File: src/rtl/alu_ctl_stage_if.sv
// alu_ctl_stage_if
//   Bundles the ID-side inputs and the registered EX-side outputs of the
//   ALU-control stage. The slave modport is the stage itself. The master
//   modport is whatever drives the ID side and observes the outputs.
interface alu_ctl_stage_if #(
  parameter int CNT_W = 8
) ();

  // ID-side instruction information
  logic             in_valid;
  logic [1:0]       aluop;
  logic [5:0]       funct;
  logic [5:0]       opcode;

  // Pipeline control
  logic             stall;
  logic             flush;
  logic             clr_sticky;

  // Registered EX-side results
  logic [3:0]       ctl;
  logic             ctl_valid;
  logic             illegal;
  logic             illegal_sticky;
  logic [CNT_W-1:0] illegal_cnt;

  modport slave (
    input  in_valid, aluop, funct, opcode,
    input  stall, flush, clr_sticky,
    output ctl, ctl_valid, illegal, illegal_sticky, illegal_cnt
  );

  modport master (
    output in_valid, aluop, funct, opcode,
    output stall, flush, clr_sticky,
    input  ctl, ctl_valid, illegal, illegal_sticky, illegal_cnt
  );

endinterface

File: src/rtl/alu_ctl_stage.sv
// alu_ctl_stage
//   Registered ALU-control encoder sitting at the ID->EX boundary.
//   - Decodes aluop plus funct/opcode into the 4-bit ALU control code.
//   - Holds the code in a pipeline register with stall and flush.
//   - Flags undecodable operations. Keeps a sticky flag and a saturating
//     count of the ones that were actually captured.
//   Optional feature macro: ALU_CTL_XORNOR_EN
//     defined   -> funct 100110/100111 and opcode 001110 decode to xor/nor
//     undefined -> those encodings are treated as undecodable
module alu_ctl_stage #(
  parameter int         CNT_W    = 8,
  parameter logic [3:0] IDLE_CTL = 4'b1111
) (
  input  logic               clk,
  input  logic               rst_n,
  alu_ctl_stage_if.slave     bus
);

  // ALU control codes
  localparam logic [3:0] CTL_ADD = 4'b0010;
  localparam logic [3:0] CTL_SUB = 4'b0110;
  localparam logic [3:0] CTL_AND = 4'b0000;
  localparam logic [3:0] CTL_OR  = 4'b0001;
  localparam logic [3:0] CTL_SLT = 4'b0111;
`ifdef ALU_CTL_XORNOR_EN
  localparam logic [3:0] CTL_XOR = 4'b1101;
  localparam logic [3:0] CTL_NOR = 4'b1100;
`endif

  // Main-decoder aluop classes
  localparam logic [1:0] ALUOP_ADD  = 2'b00;
  localparam logic [1:0] ALUOP_SUB  = 2'b01;
  localparam logic [1:0] ALUOP_RTYP = 2'b10;
  localparam logic [1:0] ALUOP_ITYP = 2'b11;

  // Counter saturation value and increment
  localparam logic [CNT_W-1:0] CNT_MAX = {CNT_W{1'b1}};
  localparam logic [CNT_W-1:0] CNT_ONE = CNT_W'(1);

  // Pipeline register state
  logic [3:0]       ctl_q,       ctl_d;
  logic             ctl_valid_q, ctl_valid_d;
  logic             illegal_q,   illegal_d;
  logic             sticky_q,    sticky_d;
  logic [CNT_W-1:0] cnt_q,       cnt_d;

  // Combinational decode results
  logic [3:0]       dec_ctl;
  logic             dec_illegal;
  logic             load_illegal;

  // Decode aluop/funct/opcode into a control code, or mark it undecodable
  always_comb begin
    dec_ctl     = IDLE_CTL;
    dec_illegal = 1'b0;
    case (bus.aluop)
      ALUOP_ADD: dec_ctl = CTL_ADD;
      ALUOP_SUB: dec_ctl = CTL_SUB;
      ALUOP_RTYP: begin
        case (bus.funct)
          6'b100000,
          6'b100001: dec_ctl = CTL_ADD;
          6'b100010,
          6'b100011: dec_ctl = CTL_SUB;
          6'b100100: dec_ctl = CTL_AND;
          6'b100101: dec_ctl = CTL_OR;
          6'b101010: dec_ctl = CTL_SLT;
`ifdef ALU_CTL_XORNOR_EN
          6'b100110: dec_ctl = CTL_XOR;
          6'b100111: dec_ctl = CTL_NOR;
`endif
          default: begin
            dec_ctl     = IDLE_CTL;
            dec_illegal = 1'b1;
          end
        endcase
      end
      ALUOP_ITYP: begin
        case (bus.opcode)
          6'b001000,
          6'b001001: dec_ctl = CTL_ADD;
          6'b001100: dec_ctl = CTL_AND;
          6'b001101: dec_ctl = CTL_OR;
          6'b001010: dec_ctl = CTL_SLT;
`ifdef ALU_CTL_XORNOR_EN
          6'b001110: dec_ctl = CTL_XOR;
`endif
          default: begin
            dec_ctl     = IDLE_CTL;
            dec_illegal = 1'b1;
          end
        endcase
      end
      default: begin
        dec_ctl     = IDLE_CTL;
        dec_illegal = 1'b1;
      end
    endcase
  end

  // Next-state for the pipeline register (flush > stall > load) and for the
  // illegal-op bookkeeping
  always_comb begin
    ctl_d       = ctl_q;
    ctl_valid_d = ctl_valid_q;
    illegal_d   = illegal_q;
    sticky_d    = sticky_q;
    cnt_d       = cnt_q;

    // Only an illegal op that actually lands in the register is counted.
    // A flushed or stalled one never reaches EX.
    load_illegal = !bus.flush && !bus.stall && bus.in_valid && dec_illegal;

    if (bus.flush) begin
      ctl_d       = IDLE_CTL;
      ctl_valid_d = 1'b0;
      illegal_d   = 1'b0;
    end else if (!bus.stall) begin
      ctl_valid_d = bus.in_valid;
      if (bus.in_valid) begin
        ctl_d     = dec_ctl;
        illegal_d = dec_illegal;
      end else begin
        ctl_d     = IDLE_CTL;
        illegal_d = 1'b0;
      end
    end

    if (bus.clr_sticky) begin
      sticky_d = 1'b0;
      cnt_d    = '0;
    end

    // A set in the same cycle as a clear wins. The count restarts at one.
    if (load_illegal) begin
      sticky_d = 1'b1;
      if (bus.clr_sticky) begin
        cnt_d = CNT_ONE;
      end else if (cnt_q != CNT_MAX) begin
        cnt_d = cnt_q + CNT_ONE;
      end
    end
  end

  // State registers with synchronous active-low reset
  always_ff @(posedge clk) begin
    if (!rst_n) begin
      ctl_q       <= IDLE_CTL;
      ctl_valid_q <= 1'b0;
      illegal_q   <= 1'b0;
      sticky_q    <= 1'b0;
      cnt_q       <= '0;
    end else begin
      ctl_q       <= ctl_d;
      ctl_valid_q <= ctl_valid_d;
      illegal_q   <= illegal_d;
      sticky_q    <= sticky_d;
      cnt_q       <= cnt_d;
    end
  end

  assign bus.ctl            = ctl_q;
  assign bus.ctl_valid      = ctl_valid_q;
  assign bus.illegal        = illegal_q;
  assign bus.illegal_sticky = sticky_q;
  assign bus.illegal_cnt    = cnt_q;

endmodule

File: src/flat_wrapper.sv
// flat-port wrapper written by rule: the top's interface ports become plain ports
module alu_ctl_stage_flat 
#(
  parameter int         CNT_W    = 8,
  parameter logic [3:0] IDLE_CTL = 4'b1111
)
  (clk, rst_n, bus_in_valid, bus_aluop, bus_funct, bus_opcode, bus_stall, bus_flush, bus_clr_sticky, bus_ctl, bus_ctl_valid, bus_illegal, bus_illegal_sticky, bus_illegal_cnt);
  alu_ctl_stage_if #(.CNT_W(CNT_W)) bus_i ();
  input  logic clk;
  input  logic rst_n;
  input wire logic [$bits(bus_i.in_valid)-1:0] bus_in_valid;
  input wire logic [$bits(bus_i.aluop)-1:0] bus_aluop;
  input wire logic [$bits(bus_i.funct)-1:0] bus_funct;
  input wire logic [$bits(bus_i.opcode)-1:0] bus_opcode;
  input wire logic [$bits(bus_i.stall)-1:0] bus_stall;
  input wire logic [$bits(bus_i.flush)-1:0] bus_flush;
  input wire logic [$bits(bus_i.clr_sticky)-1:0] bus_clr_sticky;
  output wire logic [$bits(bus_i.ctl)-1:0] bus_ctl;
  output wire logic [$bits(bus_i.ctl_valid)-1:0] bus_ctl_valid;
  output wire logic [$bits(bus_i.illegal)-1:0] bus_illegal;
  output wire logic [$bits(bus_i.illegal_sticky)-1:0] bus_illegal_sticky;
  output wire logic [$bits(bus_i.illegal_cnt)-1:0] bus_illegal_cnt;
  assign bus_i.in_valid = bus_in_valid;
  assign bus_i.aluop = bus_aluop;
  assign bus_i.funct = bus_funct;
  assign bus_i.opcode = bus_opcode;
  assign bus_i.stall = bus_stall;
  assign bus_i.flush = bus_flush;
  assign bus_i.clr_sticky = bus_clr_sticky;
  assign bus_ctl = bus_i.ctl;
  assign bus_ctl_valid = bus_i.ctl_valid;
  assign bus_illegal = bus_i.illegal;
  assign bus_illegal_sticky = bus_i.illegal_sticky;
  assign bus_illegal_cnt = bus_i.illegal_cnt;
  alu_ctl_stage #(.CNT_W(CNT_W), .IDLE_CTL(IDLE_CTL)) u_core (.clk(clk), .rst_n(rst_n), .bus(bus_i));
endmodule
File: config.mk
export PLATFORM = sky130hd
export DESIGN_NAME = alu_ctl_stage_flat
export DESIGN_NICKNAME = d
export VERILOG_FILES = /design/src/rtl/alu_ctl_stage_if.sv /design/src/rtl/alu_ctl_stage.sv /design/src/flat_wrapper.sv
export SDC_FILE = /design/constraint.sdc
export NUM_CORES = 1
export LEC_CHECK = 0
export ABC_AREA = 1
export CELL_PAD_IN_SITES_DETAIL_PLACEMENT = 1
export CELL_PAD_IN_SITES_GLOBAL_PLACEMENT = 1
export CORE_MARGIN = 2
export CORE_UTILIZATION = 44
export DETAILED_ROUTE_END_ITERATION = 12
export DONT_BUFFER_PORTS = 1
export PLACE_DENSITY = 0.9
export SYNTH_ARGS = -nofsm -noshare
export SYNTH_HDL_FRONTEND = slang
export SYNTH_SLANG_ARGS = --single-unit
File: constraint.sdc
create_clock -name clk -period 2.15 [get_ports clk]
set_clock_uncertainty 0.1 [all_clocks]
set_input_delay 0.215 -clock clk [delete_from_list [all_inputs] [get_ports clk]]
set_output_delay 0.215 -clock clk [all_outputs]
set_load 0.005 [all_outputs]
==> impl_metrics.toml <==
[floorplan]
die_y_um = 52.5
start_util_pct = 46.8
dieArea_sq_mm = 0.00276
die_w_um = 52.5
core_sq_mm = 0.00221
ios = 35
rows = 17

[cts]
clk_pin_slew_ns = 0.10
root_buffer = "clkbuf_4"
cts.path.max_buffers = 2
cts_tree = "yes"
ctsHtreeMaxLevel = 1
cts_setup_buffers = 0
cts_resized = 0
cts_buffers = 3
clock_sinks = 15
clock_latency_ns = 0.30

[worst_hold_path]
hold_path_class = "primary input to flop"

[power_and_ir_drop]
power_density_mw_per_mm2 = 463
p_leak_nw = 0.438
total_power_uw = 529
vdd_drop_max_mv = 0.394

[detailed_routing]
first_iter_violations = 12
drt_pass1_iterations = 4
antenna_left = 0
vias = 1105
routed_wl_um = 3110
wl_per_cell_um = 15.5
post-route-drc-count = 0
viasPerCell = 5.53

[flow_run]
maxCapViolCount = 0

[placement]
gp_congestion = 0.901
dp_hpwl_um = 2360
pre_cts_ws_ns = 0.491
io_buffers = 0

[grt]
grt_pass1_vias = 1215
grt_pass1_wl_um = 5210
grt_max_degree = 10
grt.total_usage_pct = 25.3
antenna_found_initial = 0
grt-ovfl-total = 0

[logic_synthesis]
synth_cells = 164
ys_types = 23
yosys_register_bits = 15
avgSynthCellArea_sq_um = 6.31
ys_seq_area_share_pct = 29.0
synth_fp_nets = 185
synth_warnings = 0
synth_area_sq_mm = 0.00103

[cells_and_area]
drive_gt1_share_pct = 11.0
syn_to_final_growth_pct = 10.4
mostFrequentLayoutCells = "36 x nand2_1, 25 x inv_1, 18 x nor2_1, 17 x nand3_1, 15 x dfxtp_1"
fin_util_pct = 51.6
num_antenna_cells = 0
nNetsFinal = 194
final_common_cell = "nand2_1"

[timing]
tightest_slew_ns = 0.430
rsz0062_at_grt = "false"
timing_hold_violations_final = 0
finalCritPeriodShare_pct = 81.9
maxSlewViolCount = 0
max_freq_mhz = 568
fin_crit_ns = 1.76
fin_tns_setup_ns = 0
finalSetupViolCount = 0
slew_headroom_pct = 71.2
setup_ws_ns = 0.390

[setup_path]
cp-start-kind = "flop"
max_stage_delay_ns = 0.48
worst_path_dominant_cell_family = "simple AND/OR/NAND/NOR gates"
critPathBufInv = 0
cp_max_fo = 7
path_class = "flop to flop"
path_cells = "ha_1 > nand2_2 > nor2_4 > nand3_1 > a21oi_1 > nand3_1 > a21oi_1"
arrival_ns = 1.90
cp-end-kind = "flop"
cp_slowest_cell = "dfxtp_1"
critPathRequiredTime_ns = 2.29

[status]
status = "complete, no violations"
[power breakdown]
group / switching, mW / leakage, nW / internal (mW)
Clock: 0.104 / 0.0177 / 0.0694
Combinational: 0.0454 / 0.299 / 0.0248
Sequential: 0.00387 / 0.121 / 0.282
[flip-flops by register name, indices dropped and copies added, names as in the netlist]
signal / cells
u_core.bus.ctl: 4
u_core.bus.ctl_valid: 1
u_core.bus.illegal: 1
u_core.bus.illegal_cnt: 8
u_core.bus.illegal_sticky: 1
[layout make-up]
cell class / instances / area [sq um]
Sequential cell: 15 / 300
Multi-Input combinational cell: 123 / 636
Timing Repair Buffer: 5 / 50.0
Inverter: 25 / 93.8
Clock inverter: 1 / 5.00
Tap cell: 28 / 35.0
Fill cell: 324 / 1070
Clock buffer: 3 / 22.5
[logic make-up after synthesis]
kind of cell / share of synthesized area, %
buffers and inverters: 9.55
adder cells (fa/ha/maj): 1.21
AO/OA/AOI/OAI: 14.4
XOR/XNOR: 0.847
flip-flops: 29.0
AND/OR/NAND/NOR: 45.0
[synthesized netlist by cell type]
cell | number | area, sq um
nand3_1 | 17 | 85.1
nor2_1 | 18 | 67.6
nor2_4 | 3 | 33.8
o21ai_0 | 8 | 40.0
nor4_1 | 1 | 6.26
a21oi_2 | 2 | 17.5
nand3b_1 | 2 | 15.0
nand2_1 | 36 | 135
o31ai_1 | 1 | 7.51
nor2_2 | 4 | 25.0
inv_1 | 25 | 93.8
nand2_4 | 2 | 22.5
nand4_1 | 4 | 25.0
nor3_1 | 3 | 15.0
a31oi_1 | 2 | 12.5
dfxtp_1 | 15 | 300
buf_2 | 1 | 5.00
ha_1 | 1 | 12.5
o22ai_1 | 1 | 6.26
nor3_4 | 1 | 16.3
xnor2_1 | 1 | 8.76
nand2_2 | 3 | 18.8
a21oi_1 | 13 | 65.1
[worst reg2reg max path, stage by stage (launching register included)]
cell     delay, ns
dfxtp_1       0.48
ha_1          0.25
nand2_2       0.10
nor2_4        0.18
nand3_1       0.09
a21oi_1       0.21
nand3_1       0.13
a21oi_1       0.16
[final timing paths]
check | startpoint | endpoint | slack [ns] | cells past startpoint
min reg2reg | u_core.bus.illegal$_SDFFE_PP0N_ | u_core.bus.illegal$_SDFFE_PP0N_ | 0.40 | 2
min | bus_clr_sticky | u_core.bus.illegal_cnt[2]$_SDFF_PN0_ | 0.009 | 3
max | u_core.bus.illegal_cnt[0]$_SDFF_PN0_ | u_core.bus.illegal_cnt[1]$_SDFF_PN0_ | 0.39 | 7
max reg2reg | u_core.bus.illegal_cnt[0]$_SDFF_PN0_ | u_core.bus.illegal_cnt[1]$_SDFF_PN0_ | 0.39 | 7
[per-layer routing]
metal  GRT usage (%)  share of wire, %
met1            30.1                42
met2            45.4                51
met3            6.00               5.9
met4            5.98              0.93
met5               0                 0
[through the flow]
stage,area [sq um],cells,hold slack (ns)
floorplan,1030,164,0.235
global placement,1060,191,0.243
detailed placement,1060,191,0.247
CTS,1140,200,0.0109
global route,1140,200,0.0177
finish,1140,200,0.00941
[timing repair]
item                                    CTS  global route
hold buffers                              5             0
endpoints found under the hold margin    10             0
endpoints found under the setup margin    0             0
No activity file was read; power rests on OpenSTA's default activity.
